**src/rtl/alu_exec_unit.sv**
```systemverilog
// alu_exec_unit: EX-stage ALU executing {inverse, funct3} operations with
// valid/ready handshakes on both sides and at most one op in flight.
// Optional build macro ALU_BARREL_SHIFT_EN: shifts complete in one cycle at
// accept; otherwise shifts iterate one bit per cycle (default).
module alu_exec_unit #(
   parameter int unsigned XLEN = 32
) (
   input  logic            clk,
   input  logic            rst_n,
   input  logic            in_valid,
   output logic            in_ready,
   input  logic [3:0]      alu_control,
   input  logic [XLEN-1:0] op_a,
   input  logic [XLEN-1:0] op_b,
   output logic            out_valid,
   input  logic            out_ready,
   output logic [XLEN-1:0] result,
   output logic            zero
);

   localparam int unsigned SHAMT_W = $clog2(XLEN);

`ifdef ALU_BARREL_SHIFT_EN
   typedef enum logic [1:0] {
      ST_IDLE = 2'd0,
      ST_DONE = 2'd2
   } state_e;
`else
   typedef enum logic [1:0] {
      ST_IDLE  = 2'd0,
      ST_SHIFT = 2'd1,
      ST_DONE  = 2'd2
   } state_e;
`endif

   // All non-shift operations; shift codes are resolved separately
   function automatic logic [XLEN-1:0] alu_basic(input logic [3:0]      ctl,
                                                 input logic [XLEN-1:0] a,
                                                 input logic [XLEN-1:0] b);
      logic            lt_s;
      logic            lt_u;
      logic [XLEN-1:0] r;
      lt_s = $signed(a) < $signed(b);
      lt_u = a < b;
      r    = '0;
      case (ctl)
         4'b0000: r = a + b;
         4'b1000: r = a - b;
         4'b0010: r = {{(XLEN-1){1'b0}}, lt_s};
         4'b1010: r = {{(XLEN-1){1'b0}}, ~lt_s};
         4'b0011: r = {{(XLEN-1){1'b0}}, lt_u};
         4'b1011: r = {{(XLEN-1){1'b0}}, ~lt_u};
         4'b0100: r = a ^ b;
         4'b1100: r = ~(a ^ b);
         4'b0110: r = a | b;
         4'b1110: r = ~(a | b);
         4'b0111: r = a & b;
         4'b1111: r = ~(a & b);
         default: r = '0;
      endcase
      return r;
   endfunction

   state_e            state_q, state_d;
   logic [XLEN-1:0]   result_q, result_d;
   logic              zero_q, zero_d;
   logic              accept;
   logic              is_shift;
   logic              shift_left;
   logic              shift_arith;
   logic [SHAMT_W-1:0] shamt;

`ifndef ALU_BARREL_SHIFT_EN
   logic [SHAMT_W-1:0] cnt_q, cnt_d;
   logic               left_q, left_d;
   logic               arith_q, arith_d;
   logic [XLEN-1:0]    step;
`endif

   // Handshake and decode of the presented operation
   always_comb begin
      in_ready    = (state_q == ST_IDLE) || ((state_q == ST_DONE) && out_ready);
      accept      = in_valid && in_ready;
      is_shift    = (alu_control[1:0] == 2'b01);
      shift_left  = ~alu_control[2];
      shift_arith = alu_control[3] & alu_control[2];
      shamt       = op_b[SHAMT_W-1:0];
   end

   // Next-state, result and zero update
   always_comb begin
      state_d  = state_q;
      result_d = result_q;
      zero_d   = zero_q;
`ifndef ALU_BARREL_SHIFT_EN
      cnt_d    = cnt_q;
      left_d   = left_q;
      arith_d  = arith_q;
      step     = left_q ? {result_q[XLEN-2:0], 1'b0}
                        : {arith_q & result_q[XLEN-1], result_q[XLEN-1:1]};
`endif
      if (accept) begin
         state_d = ST_DONE;
`ifdef ALU_BARREL_SHIFT_EN
         if (is_shift) begin
            if (shift_left)
               result_d = op_a << shamt;
            else if (shift_arith)
               result_d = XLEN'($signed(op_a) >>> shamt);
            else
               result_d = op_a >> shamt;
         end else begin
            result_d = alu_basic(alu_control, op_a, op_b);
         end
`else
         if (is_shift) begin
            result_d = op_a;
            cnt_d    = shamt;
            left_d   = shift_left;
            arith_d  = shift_arith;
            if (shamt != '0)
               state_d = ST_SHIFT;
         end else begin
            result_d = alu_basic(alu_control, op_a, op_b);
         end
`endif
         zero_d = (result_d == '0);
`ifndef ALU_BARREL_SHIFT_EN
      end else if (state_q == ST_SHIFT) begin
         result_d = step;
         zero_d   = (step == '0);
         cnt_d    = cnt_q - SHAMT_W'(1);
         if (cnt_q == SHAMT_W'(1))
            state_d = ST_DONE;
`endif
      end else if ((state_q == ST_DONE) && out_ready) begin
         state_d = ST_IDLE;
      end
   end

   // State and datapath registers; reset discards any in-flight op
   always_ff @(posedge clk or negedge rst_n) begin
      if (!rst_n) begin
         state_q  <= ST_IDLE;
         result_q <= '0;
         zero_q   <= 1'b0;
`ifndef ALU_BARREL_SHIFT_EN
         cnt_q    <= '0;
         left_q   <= 1'b0;
         arith_q  <= 1'b0;
`endif
      end else begin
         state_q  <= state_d;
         result_q <= result_d;
         zero_q   <= zero_d;
`ifndef ALU_BARREL_SHIFT_EN
         cnt_q    <= cnt_d;
         left_q   <= left_d;
         arith_q  <= arith_d;
`endif
      end
   end

   assign out_valid = (state_q == ST_DONE);
   assign result    = result_q;
   assign zero      = zero_q;

endmodule

```
**config.mk**
```make
export PLATFORM = sky130hd
export DESIGN_NAME = alu_exec_unit
export DESIGN_NICKNAME = d
export VERILOG_FILES = /design/src/rtl/alu_exec_unit.sv
export SDC_FILE = /design/constraint.sdc
export NUM_CORES = 1
export LEC_CHECK = 0
export ABC_CLOCK_PERIOD_IN_PS = 4100
export CELL_PAD_IN_SITES_DETAIL_PLACEMENT = 0
export CELL_PAD_IN_SITES_GLOBAL_PLACEMENT = 1
export CORE_MARGIN = 5
export CORE_UTILIZATION = 45
export CTS_CLUSTER_SIZE = 10
export DETAILED_ROUTE_END_ITERATION = 12
export DONT_BUFFER_PORTS = 1
export GPL_TIMING_DRIVEN = 0
export PLACE_DENSITY = 0.81
export SLEW_MARGIN = 15
export SYNTH_ARGS = -nofsm -noshare
export SYNTH_HDL_FRONTEND = slang
export SYNTH_SLANG_ARGS = --single-unit
```
**constraint.sdc**
```tcl
create_clock -name clk -period 4.1 [get_ports clk]
set_input_delay 0.615 -clock clk [delete_from_list [all_inputs] [get_ports clk]]
set_output_delay 0.615 -clock clk [all_outputs]
set_load 0.05 [all_outputs]
```
# Yosys cells after proc, flatten, opt, wreduce, memory -nomap -nowiden
# Cells that the tools add are included.
# W data, S select, Z words.
dict set report word_totals {
  regBits 42
  ramBits 0
  input_bits 72
  word_cells 69
  n_memories 0
  out_inout_bits 35
  mem_bits_ro 0
  latchBits 0
}
dict set report op_classes {
  div 0
  n_bitwise 11
  magnitude_cmp 2
  mul 0
  n_addsub 3
  n_shift 0
  mux 17
  n_eq_ne 17
  n_reduce_logical 13
}
# operator count
set op_table {}
lappend op_table {{$pmux W32 S12} 1}
lappend op_table {{$mux W32} 5}
lappend op_table {{$not A32 Y32} 3}
lappend op_table {{$logic_not A32 Y1} 2}
lappend op_table {{$lt A32 B32 Y1} 2}
lappend op_table {{$add A32 B32 Y32} 1}
lappend op_table {{$and A32 B32 Y32} 1}
lappend op_table {{$or A32 B32 Y32} 1}
lappend op_table {{$sub A32 B32 Y32} 1}
lappend op_table {{$xor A32 B32 Y32} 1}
lappend op_table {{$eq A4 B4 Y1 const B} 6}
lappend op_table {{$mux W5} 3}
lappend op_table {{$eq A4 B3 Y1 const B} 3}
lappend op_table {{$mux W2} 6}
lappend op_table {{$eq A4 B2 Y1 const B} 2}
lappend op_table {{$reduce_and A2 Y1} 3}
lappend op_table {{$eq A5 B1 Y1 const B} 1}
lappend op_table {{$reduce_bool A5 Y1} 1}
lappend op_table {{$sub A5 B1 Y5 const B} 1}
lappend op_table {{$eq A2 B1 Y1 const B} 2}
lappend op_table {{$logic_not A4 Y1} 1}
lappend op_table {{$ne A3 B2 Y1 const B} 1}
lappend op_table {{$not A1 Y1} 3}
lappend op_table {{$reduce_bool A3 Y1} 1}
lappend op_table {{other kinds (8)} 11}

# Longest topological paths before layout
dict set report depth {
  word_depth 7
  depth_mapped 14
  depth_no_buf 14
}

# Least setup slack after synthesis
# Ideal clock, no wire load.
dict set report synth_timing {
  path_type {input -> register}
  from {input port op_a[0]}
  to {register zero_q, in the netlist zero}
  stages 14
  n_path_buf 0
  path_slack_ns 0.557
  setup_ns 0.095
  arrival_ns 3.448
  required_ns 4.005
  path_cell_list {inv_1 ha_1 fa_1 nor3_2 o311ai_2 a31oi_4 o311ai_4 o311ai_2 xor2_1 o21ai_1 o32a_1 nor4b_2 nand4b_1 o31ai_1}
}
dict set report synth_between {
  elab_chain_len 7
  elab_cells_between_ends 17
  cone_classes {add/sub (2); order compare (2); mux (4); bitwise (8); reduce/logical (1)}
}
# item line_no
set synth_lines {}
lappend synth_lines {{start, declared} 13} ;# input logic [XLEN-1:0] op_a,
lappend synth_lines {{$lt A32 B32 Y1, or another cell as far along} 44} ;# lt_u = a < b;
lappend synth_lines {{$not A1 Y1, or another cell as far along} 52} ;# 4'b1011: r = {{(XLEN-1){1'b0}}, ~lt_u};
lappend synth_lines {{$pmux W32 S12} 46} ;# case (ctl)
lappend synth_lines {{$mux W32 (*)} 116} ;# if (is_shift) begin
lappend synth_lines {{$mux W32 (*)} 102} ;# if (accept) begin
lappend synth_lines {{$logic_not A32 Y1 (*)} 127} ;# zero_d = (result_d == '0);
lappend synth_lines {{$mux W1 (*)} 102}
lappend synth_lines {{end signal, assigned} 155} ;# zero_q <= zero_d;
lappend synth_lines {{end, declared} 66} ;# logic zero_q, zero_d;
# Mark *: on every way between the ends. The rest lies on a longest branch, timed or not. The select of a mux whose other input is x is not followed.
# A chain may end at the register's enable or synchronous reset.

# Worst setup path in the final report
dict set report layout_timing {
  from {input port alu_control[0]}
  to {register zero_q, in the netlist zero}
}
dict set report layout_between {
  elab_chain_len 6
  elab_cells_between_ends 18
  cone_classes {eq/ne (12); mux (4); reduce/logical (2)}
}
# item line_no
set layout_lines {}
lappend layout_lines {{start, declared} 12} ;# input logic [3:0] alu_control,
lappend layout_lines {{$eq A4 B4 Y1, or another cell as far along} 46}
lappend layout_lines {{$pmux W32 S12} 46}
lappend layout_lines {{$mux W32 (*)} 116}
lappend layout_lines {{$mux W32 (*)} 102}
lappend layout_lines {{$logic_not A32 Y1 (*)} 127}
lappend layout_lines {{$mux W1 (*)} 102}
# Marked as above.

==> out/results.txt <==
outcome -> finished clean
I/O pins -> 107
Synth area leaders -> ha_1 15%, dfrtp_1 11%, a21oi_1 5.1%
reg2reg start -> state_q[0]
Routed Antenna Nets -> 0
Lkg Pwr -> 4.284 nW
Worst-Margin Slew -> 1.123 ns
Placer Congestion -> 0.9726
CTS Buf Count -> 5
P per Cell Area -> 387.4 nW/um^2
min Tclk post-route -> 3.984 ns
ys async rst share -> 100.0%
DP Area -> 9771 sq um
Setup-failing EPs final -> 0
Initial DRC Count -> 1,284
Die Footprint -> 23,940 sq um
power share of the clock group -> 11.7%
Gate power share -> 52.7%
number of global-route vias before repair -> 9,779
TritonCTS clock tree -> built
dpl hpwl -> 30.30 mm
FF-to-FF End -> zero
chip width -> 154.7 um
starting density of the core -> 45.27%
Main synth FF type -> dfrtp_1
CP arrival -> 4.18 ns
Die H -> 154.7 um
startpoint types -> input port
final worst slack -> 0.1158 ns
Flop pwr share -> 35.6%
CP required -> 4.30 ns
Synth cell types -> 95
post-synth top area share -> 15.26%
global route overflow -> 0
DRC Markers -> 0
vias per cell -> 6.653
syn nets -> 1,464
Synth area leader -> ha_1
layout cells sized above 1 -> 7.171%
sequential area share after synthesis -> 11.15%
# diodes -> 0
Tot GR Track Use -> 30.73%
post-layout instance area -> 9952 sq um
NumNets Final -> 1,471
port bufs -> 0
Seq cells post-synth -> 42
Syn Inst Count -> 1,275
setup TNS -> 0 ns
postcts setup bufs -> 0
global-route wire length before repair -> 58.31 mm
Place WS -> -0.2558 ns
P_int -> 1.657 mW
Worst Hold Slack -> 0.02054 ns
initial antenna violation count -> 1
area grow syn2layout -> 5.575%
post-CTS sizing -> 0
non-filler cells, final -> 1,558
Critical Path Sink Type -> register
Final Core Density -> 47.79%
WL per Instance -> 24.62 um
P_sw -> 2.199 mW
total power -> 3.855 mW
Max Cap Violations -> 0
Worst Skew -> 0.005396 ns
clk buf depth -> 2
largest net degree at the start of global routing -> 43
most common cell after layout, fill and taps aside -> nor2_1
CTS H-tree depth -> 2
HP Class -> input port to asynchronous set/reset pin
max-slew violation count -> 0
Post-Route WL -> 38.36 mm
fin crit share -> 97.17%
Synth Cell Area -> 9427 sq um
Worst slew margin -> 25.12%
clock tree sinks -> 42
R2R setup slack -> 0.50 ns
hold_buf cts -> 0
EDFF count, synth -> 0
synth warn -> 0
clock latency on the worst-skew pair -> 0.28 ns
DRT Pass-1 Iters -> 6
final hold vios -> 0
R2R depth -> 9
clk slew on worst S/H paths -> 0.06 ns
RSZ-0062 raised after global routing -> no
most frequent cells in the layout -> 122 x nor2_1, 115 x ha_1, 102 x nand2_1
Vias -> 10,370
Max FO, Critical Path -> 10
Syn Area/Cell -> 7.393 sq um
Root Buffer -> clkbuf_16
Core ar. -> 20,820 sq um
Core Rows -> 53
Inst Count DP -> 1,550
fmax -> 251.0 MHz
Worst VDD drop -> 0.0002596 V
Setup Crit Path Kind -> input port to register
Sw Share -> 57.03%
fillers -> 2,142
## synthesized netlist by cell type, drive strengths merged, types with 15 or more instances
master	count
a211oi	15
a21o	18
a21oi	98
a221o	21
a31oi	18
buf	48
clkbuf	45
dfrtp	42
ha	115
inv	101
mux2i	43
nand2	102
nand3	32
nand4	16
nor2	125
nor2b	17
nor3	23
o21ai	58
o221ai	23
o22ai	17
o31ai	16
xnor2	47
xor2	39
## cell families after synthesis
logic type | share of synthesized area [%]
buffers and inverters | 8.787
XOR/XNOR | 7.990
AO/OA/AOI/OAI | 31.68
adder cells (fa/ha/maj) | 15.69
flip-flops | 11.15
multiplexers | 4.805
AND/OR/NAND/NOR | 19.90
## worst max-delay path by stage
stage | from | cells after the start | slack (ns) | end
floorplan | op_a[0] | 14 | 0.56 | zero
global placement | alu_control[0] | 10 | -0.30 | zero
CTS | alu_control[0] | 10 | 0.04 | zero
finish | alu_control[0] | 13 | 0.12 | zero
global route | op_b[6] | 14 | 0.05 | zero
detailed placement | alu_control[0] | 10 | -0.26 | zero
## per-layer routing
layer / GRT usage [%] / share of wire, %
met2: 48.56 / 44
met4: 11.19 / 4.3
met3: 6.100 / 10
met5: 0 / 0.042
met1: 41.60 / 41
## final cells by class
type	count	area, sq um	share of cell area, %
buffer	93	449.2	4.513
inverter	101	379.1	3.809
clock inverter	2	37.54	0.3772
clock buffer	6	128.9	1.295
tap	275	344.1	3.457
multi-input combinational	1039	7562	75.99
sequential	42	1051	10.56
## critical path, stage by stage
cell      delay [ns]
buf_2           0.18
clkbuf_1        0.39
clkbuf_1        0.61
clkbuf_1        0.66
nor3_1          0.15
a21oi_1         0.17
o22ai_1         0.12
a21oi_1         0.16
o21ai_0         0.28
nor4_1          0.24
and4_1          0.27
nand4b_1        0.10
o31ai_1         0.23
## power groups by stage
stage | combinational [mW] | sequential [mW] | clock [mW]
after detailed placement | 1.98 | 1.38 | 0
final | 2.03 | 1.37 | 0.450
after floorplan | 1.51 | 1.26 | 0
after CTS | 1.98 | 1.37 | 0.451
after global placement | 1.96 | 1.37 | 0
after global routing | 2.20 | 1.40 | 0.464
## sequential cells by signal, indices dropped and copies added (netlist names)
name,cells
result,32
arith_q,1
cnt_q,5
zero,1
left_q,1
state_q,2
Power figures use the tool's default switching activity.
